[config.mk]
export PLATFORM = sky130hd
export DESIGN_NAME = systolic_sequencer
export DESIGN_NICKNAME = d
export VERILOG_FILES = /design/src/rtl/systolic_pkg.sv /design/src/rtl/seq_delay.sv /design/src/rtl/systolic_sequencer.sv
export SDC_FILE = /design/constraint.sdc
export NUM_CORES = 1
export LEC_CHECK = 0
export ABC_CLOCK_PERIOD_IN_PS = 3800
export CAP_MARGIN = 20
export CORE_ASPECT_RATIO = 1.4
export CORE_MARGIN = 2
export CORE_UTILIZATION = 47
export DETAILED_ROUTE_END_ITERATION = 7
export PLACE_DENSITY = 0.88
export SLEW_MARGIN = 20
export SYNTH_ARGS = -nofsm -noshare
export SYNTH_HDL_FRONTEND = slang
export SYNTH_SLANG_ARGS = --single-unit
[constraint.sdc]
create_clock -name clk -period 3.8 [get_ports clk]
set_input_delay 0.76 -clock clk [delete_from_list [all_inputs] [get_ports clk]]
set_output_delay 0.76 -clock clk [all_outputs]
set_load 0.03 [all_outputs]
[src/rtl/systolic_pkg.sv]
// rtl/systolic_pkg.sv - shared state type, defaults and timing helper for the systolic run sequencer
package systolic_pkg;

  typedef enum logic [2:0] {
    IDLE,
    CLEAR,
    FETCH,
    DRAIN,
    CAPTURE,
    DONE
  } seq_state_t;

  localparam int MATRIX_SIZE_DEF = 4;
  localparam int BRAM_DEPTH_DEF  = 2;

  // Wavefront skew across the array plus pipeline slack before outputs settle.
  function automatic int drain_cycles(input int matrix_size);
    return 2 * matrix_size + 2;
  endfunction

endpackage

[src/rtl/seq_delay.sv]
// rtl/seq_delay.sv - 1-bit shift register that aligns control with BRAM read latency
module seq_delay #(
  parameter int LEN = 1
) (
  input  logic clk,
  input  logic reset,
  input  logic d,
  output logic q
);

  logic [LEN-1:0] sr;

  always_ff @(posedge clk) begin
    if (reset) sr <= '0;
    else       sr <= (sr << 1) | LEN'(d);
  end

  assign q = sr[LEN-1];

endmodule

[src/rtl/systolic_sequencer.sv]
// rtl/systolic_sequencer.sv - run-level pass sequencer for the 4x4 systolic matmul datapath
// Optional busy-cycle counter built only when SYSTOLIC_SEQ_PERF_CNT_EN is defined.
module systolic_sequencer
  import systolic_pkg::*;
#(
  parameter int MATRIX_SIZE  = MATRIX_SIZE_DEF,
  parameter int BRAM_DEPTH   = BRAM_DEPTH_DEF,
  parameter int BRAM_LATENCY = 1,
  parameter int DRAIN_CYCLES = drain_cycles(MATRIX_SIZE),
  parameter int TILE_W       = 8
) (
  input  logic                  clk,
  input  logic                  reset,
  input  logic                  start,
  input  logic                  abort,
  input  logic [TILE_W-1:0]     tile_count,
  output logic                  busy,
  output logic                  done,
  output logic                  bram_en,
  output logic [BRAM_DEPTH-1:0] address,
  output logic                  acc_clear,
  output logic                  enable_cu,
  output logic                  capture,
  output logic [TILE_W-1:0]     tiles_left,
  output logic [31:0]           cycle_count
);

  localparam int CNT_W = $clog2(DRAIN_CYCLES + MATRIX_SIZE + 1);

  seq_state_t            state_q, state_d;
  logic [CNT_W-1:0]      cnt_q, cnt_d;
  logic [BRAM_DEPTH-1:0] idx_q, idx_d;
  logic [BRAM_DEPTH-1:0] addr_d;
  logic [TILE_W-1:0]     tiles_d;
  logic                  fetch_or_drain;

  always_comb begin
    state_d = state_q;
    cnt_d   = cnt_q;
    idx_d   = idx_q;
    addr_d  = address;
    tiles_d = tiles_left;
    case (state_q)
      IDLE: begin
        if (start && !abort) begin
          if (tile_count != '0) begin
            state_d = CLEAR;
            tiles_d = tile_count;
            idx_d   = '0;
          end else begin
            state_d = DONE;
          end
        end
      end
      CLEAR: begin
        state_d = FETCH;
        cnt_d   = '0;
        addr_d  = BRAM_DEPTH'(idx_q * MATRIX_SIZE);
      end
      FETCH: begin
        if (cnt_q == CNT_W'(MATRIX_SIZE - 1)) begin
          state_d = DRAIN;
          cnt_d   = '0;
        end else begin
          cnt_d  = cnt_q + CNT_W'(1);
          addr_d = address + BRAM_DEPTH'(1);
        end
      end
      DRAIN: begin
        if (cnt_q == CNT_W'(DRAIN_CYCLES - 1)) state_d = CAPTURE;
        else                                   cnt_d   = cnt_q + CNT_W'(1);
      end
      CAPTURE: begin
        tiles_d = tiles_left - TILE_W'(1);
        idx_d   = idx_q + BRAM_DEPTH'(1);
        state_d = (tiles_left > TILE_W'(1)) ? CLEAR : DONE;
      end
      DONE:    state_d = IDLE;
      default: state_d = IDLE;
    endcase
    if (abort && state_q != IDLE) begin
      state_d = IDLE;
      cnt_d   = '0;
      idx_d   = '0;
      addr_d  = '0;
      tiles_d = '0;
    end
  end

  // Outputs are flops loaded from the next state so they change with the state register.
  always_ff @(posedge clk) begin
    if (reset) begin
      state_q    <= IDLE;
      cnt_q      <= '0;
      idx_q      <= '0;
      address    <= '0;
      tiles_left <= '0;
      busy       <= 1'b0;
      done       <= 1'b0;
      bram_en    <= 1'b0;
      acc_clear  <= 1'b0;
      capture    <= 1'b0;
    end else begin
      state_q    <= state_d;
      cnt_q      <= cnt_d;
      idx_q      <= idx_d;
      address    <= addr_d;
      tiles_left <= tiles_d;
      busy       <= state_d inside {CLEAR, FETCH, DRAIN, CAPTURE};
      done       <= (state_d == DONE);
      bram_en    <= (state_d == FETCH);
      acc_clear  <= (state_d == CLEAR);
      capture    <= (state_d == CAPTURE);
    end
  end

  assign fetch_or_drain = (state_q == FETCH) || (state_q == DRAIN);

  seq_delay #(
    .LEN(BRAM_LATENCY)
  ) u_cu_delay (
    .clk  (clk),
    .reset(reset || abort),
    .d    (fetch_or_drain),
    .q    (enable_cu)
  );

`ifdef SYSTOLIC_SEQ_PERF_CNT_EN
  logic start_ok;
  assign start_ok = (state_q == IDLE) && start && !abort;

  always_ff @(posedge clk) begin
    if (reset)                           cycle_count <= '0;
    else if (start_ok)                   cycle_count <= '0;
    else if (busy && cycle_count != '1)  cycle_count <= cycle_count + 32'd1;
  end
`else
  assign cycle_count = '0;
`endif

endmodule

==> metrics.csv, run 1 <==
stage,metric,value,unit
outcome,outcome,"finished, final reports clean",
setup_path,"Req. time, crit path",3.94,ns
timing,Pins Over Slew Limit,0,
power,Peak VDD IR,173,uV
layout,Fillers,284,
timing,RSZ-0062 raised after global routing,no,
global_routing,total track usage,0.173,
detailed_routing,number of DRC markers in iteration 0,33,
placed_design,Placed Cells,239,
die,standard-cell rows,24,
global_routing,largest net degree at the start of global routing,19,
die,Die H,71.0,um
setup_path,critical path's largest stage delay,0.56,ns
placed_design,Post-DP Area,1670,um^2
layout,share of layout cells above drive strength 1,0.0490,
timing,Layout Skew,0.00171,ns
power,pwr/cell area,327,nW/um^2
placed_design,Port-buffer cells,27,
synth,number of synthesized flops with an enable pin,0,
setup_path,CP max FO,4,
clocking,clock buffer depth,2,
clocking,"Setup Fix Bufs, Post-CTS",0,
detailed_routing,vias,1315,
timing,fmax,432,MHz
detailed_routing,drt first pass iters,4,
setup_path,Critical Path AT,2.45,ns
synth,synthesized area,1510,um^2
layout,ANT cells,0,
die,Die Wd,51.9,um
clocking,CTS Sinks,23,
setup_path,crit end category,flip-flop,
timing,Tcrit/Tclk final,0.609,
timing,minimum clock period,2.31,ns
clocking,CTS tree,built,
synth,warnings from Yosys,0,
die,die area,3680,um^2
flow_run,max_cap viols,0,
detailed_routing,detailed-route wire length,3010,um
setup_path,Crit-path slowest cell,or4_4,
timing,Worst Max-Slew Pin Slew,0.576,ns
layout,fin cells,243,
synth,"Primary FF master, synth",dfxtp_1,
layout,fin area,1720,um^2
timing,hold_ws,0.523,ns
clocking,clk_lat worst skew,0.26,ns
power,Leak,0.658,nW
clocking,post_cts resized,0,
placed_design,DP Wirelength,2290,um
placed_design,GP Congestion,0.828,
clocking,clock-pin slew on the worst setup and hold paths,0.08,ns
detailed_routing,post-detailed-route wirelength per cell,12.4,um
synth,post-synth cell types,48,
clocking,total CTS buffers,3,
synth,Async SR Flop Fraction,0,
timing,post-route setup TNS,0,ns
global_routing,initial antenna violation count,0,
synth,"Seq/Total Area, Yosys",0.305,
synth,"Avg Cell Area, Syn",8.33,um^2
die,I/O Pins,60,
setup_path,cell class contributing the biggest share of worst-path delay,simple AND/OR/NAND/NOR gates,
detailed_routing,Vias/cell,5.41,
clocking,CTS Hold Buffers Added,0,
setup_path,CP Class,in2reg,
die,core area,3090,um^2
clocking,root buf cell,clkbuf_8,
global_routing,vias in the first global route,1185,
setup_path,critical-path cell list,clkdlybuf4s50_1 -> or4_4 -> or2_0 -> o211a_1 -> nor3b_1,
global_routing,total gr overflow,0,
timing,Slew Limit Headroom,0.616,
timing,"Setup violations, final",0,
detailed_routing,# DRC,0,
global_routing,first-pass GRT wire length,4990,um
power,Design Power,561,uW
synth,Mapped Cells,181,
synth,#FFs+latches synth,23,
timing,count of final hold-check violations,0,
detailed_routing,Final ANT Viol Nets,0,
die,Initial Utilization,0.487,
layout,P&R area growth vs syn,13.9,%
min_path,Min-Delay Path Class,reg2reg,
setup_path,Setup crit start kind,input pin,
layout,fin nets,221,
setup_path,CP bufs+invs,1,
clocking,H-tree depth,1,
cell usage in the layout, fill, tap and decap left out, types with 3 or more instances in the layout:
cell type	synthesis	layout
a21oi_1	14	14
o21ai_1	3	3
or3_1	4	4
a211oi_1	5	5
o21bai_1	3	3
dfxtp_1	23	23
nor2_1	12	12
nand2_1	7	7
ha_1	4	4
inv_1	4	4
clkbuf_8	0	3
clkdlybuf4s50_1	0	27
nor3_1	8	8
nand3_1	6	6
a31oi_1	3	3
conb_1	1	32
o21ai_0	4	4
nand2b_1	5	5
kinds of logic after synthesis:
group | synth area share
compound gates | 0.223
simple gates | 0.239
flops | 0.305
other cells | 0.00249
buf+inv | 0.190
mux | 0.00664
fa+ha+maj | 0.0332
final timing paths:
kind | from | to | slack, ns | depth (start not counted)
hold reg to reg | address[1] | address[1] | 0.52 | 2
setup reg to reg | state_q[0] | capture | 1.85 | 4
setup / recovery | tile_count[2] | acc_clear | 1.49 | 5
hold / removal | address[1] | address[1] | 0.52 | 2
worst reg2reg max path, delay by kind of cell (launching register included):
family,cells,cell delay [ns]
AOI/OAI and AO/OA,2,0.58
DFF,1,0.67
and+or+nand+nor,2,0.64
cells in the mapped netlist (2+ instances only):
master,number,area share
buf_4,32,0.16
o21ai_1,3,0.010
o31ai_1,2,0.010
or3b_1,2,0.012
buf_2,4,0.013
dfxtp_1,23,0.31
nor4_1,2,0.0083
clkbuf_1,2,0.0050
o311ai_1,2,0.012
ha_1,4,0.033
nor4b_1,2,0.012
nand2_1,7,0.017
a21oi_1,14,0.046
nor3b_2,2,0.017
o21bai_1,3,0.015
a31oi_1,3,0.012
a211oi_1,5,0.025
o211a_1,2,0.013
nor2_1,12,0.030
nand2b_1,5,0.021
or3_1,4,0.017
or4_4,2,0.015
o21ai_0,4,0.013
nand3_1,6,0.020
nor3_1,8,0.027
inv_1,4,0.010
metal layers:
layer	track usage	part of all wire	vias to the layer above
met5	0	0	-
met4	0.0819	0.022	0
met3	0.0295	0.061	9
met2	0.305	0.53	64
met1	0.195	0.39	600
li1	-	-	642
metrics by stage:
stage / util / setup WS [ns]
2_1_floorplan: - / 1.73
3_3_place_gp: 0.540 / 1.26
3_5_place_dp: 0.540 / 1.22
4_1_cts: 0.555 / 1.49
5_1_grt: 0.555 / 1.42
6_report: 0.555 / 1.49
final cells by class:
class | instances | area, um^2 | share of cell area
repair buffers | 27 | 270 | 0.157
well taps | 39 | 48.8 | 0.0284
clock buffers | 4 | 45.0 | 0.0262
inverters | 4 | 15.0 | 0.00875
multi-input cells | 146 | 877 | 0.511
flip-flops and latches | 23 | 460 | 0.268
state kept, by name, summed over array words and instances, names as in the netlist:
| signal | flops |
|---|---|
| state_q | 3 |
| capture | 1 |
| u_cu_delay.q | 1 |
| acc_clear | 1 |
| cnt_q | 4 |
| busy | 1 |
| bram_en | 1 |
| address | 2 |
| done | 1 |
| tiles_left | 8 |
power by group:
| part | internal (mW) | switching (mW) | leakage, nW | total, mW |
|---|---|---|---|---|
| logic | 0.0458 | 0.0997 | 0.449 | 0.146 |
| registers | 0.251 | 0.0144 | 0.187 | 0.265 |
| clock network | 0.0748 | 0.0758 | 0.0228 | 0.151 |
| total | 0.371 | 0.190 | 0.658 | 0.561 |
(Power assumes the default switching activity.)
==> run 2, diff against run 1 <==
Settings changed: ABC_CLOCK_PERIOD_IN_PS 3800 to 2200, CORE_UTILIZATION 47 to 43, PLACE_DENSITY 0.88 to 0.81.
Clock period 3.8 ns to 2.2 ns, I/O delays scaled along.
==> run 2 against run 1 <==
  * Worst setup slack worse by 1.3 ns
  * Die area is 8.7% higher
  * Cell area is 3.6% higher
  * Clock power is 75% higher
  * Clock skew is 0.0073 ns higher
  * Non-clock buffer count is 8 higher
  * Critical endpoint unchanged
==> metrics.csv, run 2 (synthesized netlist as in run 1, its figures left out) <==
stage,metric,value,unit
outcome,outcome,"finished, final reports clean",
setup_path,critical-path cell list,clkdlybuf4s50_1 -> or4_4 -> or2_0 -> o211a_1 -> nor3b_1,
layout,fin cells,252,
clocking,clock buffer depth,2,
placed_design,DP Wirelength,2420,um
global_routing,largest net degree at the start of global routing,19,
setup_path,critical path's largest stage delay,0.55,ns
die,core area,3380,um^2
global_routing,initial antenna violation count,0,
die,Die Wd,54.0,um
layout,fin nets,229,
timing,Tcrit/Tclk final,0.906,
die,standard-cell rows,25,
global_routing,total track usage,0.167,
clocking,"Setup Fix Bufs, Post-CTS",0,
die,Die H,74.1,um
detailed_routing,vias,1350,
clocking,CTS Hold Buffers Added,0,
flow_run,max_cap viols,0,
detailed_routing,number of DRC markers in iteration 0,38,
layout,sequential cell area,460,um^2
min_path,Min-Delay Path Class,reg2reg,
global_routing,vias in the first global route,1200,
detailed_routing,detailed-route wire length,3160,um
setup_path,crit end category,flip-flop,
timing,RSZ-0062 raised after global routing,no,
detailed_routing,# DRC,0,
setup_path,"Req. time, crit path",2.35,ns
timing,Pins Over Slew Limit,0,
clocking,clk_lat worst skew,0.27,ns
setup_path,Crit-path slowest cell,or4_4,
global_routing,first-pass GRT wire length,5110,um
layout,"commonest non-fill, non-tap cell in the layout",conb_1,
setup_path,CP Class,in2reg,
placed_design,Placed Cells,248,
setup_path,CP max FO,4,
power,Peak VDD IR,377,uV
timing,Slew Limit Headroom,0.623,
die,die area,4000,um^2
clocking,CTS tree,built,
layout,P&R area growth vs syn,18.0,%
power,Leak,0.699,nW
timing,Worst Max-Slew Pin Slew,0.565,ns
clocking,H-tree depth,1,
detailed_routing,Vias/cell,5.36,
placed_design,Port-buffer cells,27,
clocking,total CTS buffers,3,
layout,Fillers,320,
timing,minimum clock period,1.99,ns
timing,"Setup violations, final",0,
clocking,post_cts resized,0,
detailed_routing,Final ANT Viol Nets,0,
layout,multi-input logic area,877,um^2
layout,fin area,1780,um^2
global_routing,total gr overflow,0,
timing,fmax,502,MHz
layout,"commonest cells after routing, fill and taps aside","conb_1, clkdlybuf4s50_1, dfxtp_1, a21oi_1, nor2_1",
layout,number of flip-flops under the largest register name,8,
layout,ANT cells,0,
placed_design,Post-DP Area,1730,um^2
detailed_routing,drt first pass iters,4,
timing,count of final hold-check violations,0,
clocking,clock-pin slew on the worst setup and hold paths,0.09,ns
setup_path,Setup crit start kind,input pin,
layout,Largest regs,"tiles_left x8, cnt_q x4, state_q x3",
power,pwr/cell area,551,nW/um^2
timing,Layout Skew,0.00906,ns
placed_design,GP Congestion,0.793,
clocking,CTS Sinks,23,
clocking,root buf cell,clkbuf_8,
die,I/O Pins,60,
die,Initial Utilization,0.446,
detailed_routing,post-detailed-route wirelength per cell,12.6,um
layout,Top reg by flops,tiles_left,
layout,share of layout cells above drive strength 1,0.0896,
setup_path,Critical Path AT,2.14,ns
## run 2: changes by cell type in the layout (fill, tap and decap cells not counted)
cell / before / now
clkbuf_1: 1 / 0
clkinv_2: 0 / 1
buf_4: 0 / 8
## run 2: cell type report
type | instances | area share
Clock buffer | 3 | 0.0232
Clock inverter | 1 | 0.00281
Inverter | 4 | 0.00844
Multi-Input combinational cell | 146 | 0.493
Sequential cell | 23 | 0.259
Tap cell | 40 | 0.0281
Timing Repair Buffer | 35 | 0.186
## run 2: critical path, delay by kind of cell
family,cells,cell delay [ns]
simple gates,3,0.96
compound gates,1,0.29
buf+inv,1,0.44
## run 2: power by group
group / switching, mW / total, mW / internal, mW
sequential: 0.0245 / 0.457 / 0.433
combinational: 0.174 / 0.260 / 0.0858
clock: 0.137 / 0.264 / 0.127
## run 2: final timing paths
kind | startpoint | cells after the start | slack (ns) | end
worst max-delay path | tile_count[1] | 5 | 0.21 | acc_clear
worst min-delay path | address[1] | 2 | 0.52 | address[1]
worst max register to register | state_q[0] | 4 | 0.35 | acc_clear
worst min register to register | address[1] | 2 | 0.52 | address[1]
## run 2: stage by stage
step	util	total power [mW]	hold slack (ns)	setup WS, ns	TNS, ns
floorplan	-	0.690	0.509	0.455	0
global placement	0.513	0.721	0.496	-0.0277	-0.0417
detailed placement	0.513	0.725	0.514	-0.0772	-0.195
CTS	0.527	0.993	0.525	0.204	0
global route	0.527	1.03	0.570	0.0740	0
finish	0.527	0.981	0.516	0.207	0
## run 2: metal layers
metal	part of all wire	up-vias	track usage
met4	0.019	0	0.0639
met3	0.061	6	0.0241
met2	0.51	55	0.297
met5	0	-	0
li1	-	657	-
met1	0.41	632	0.199
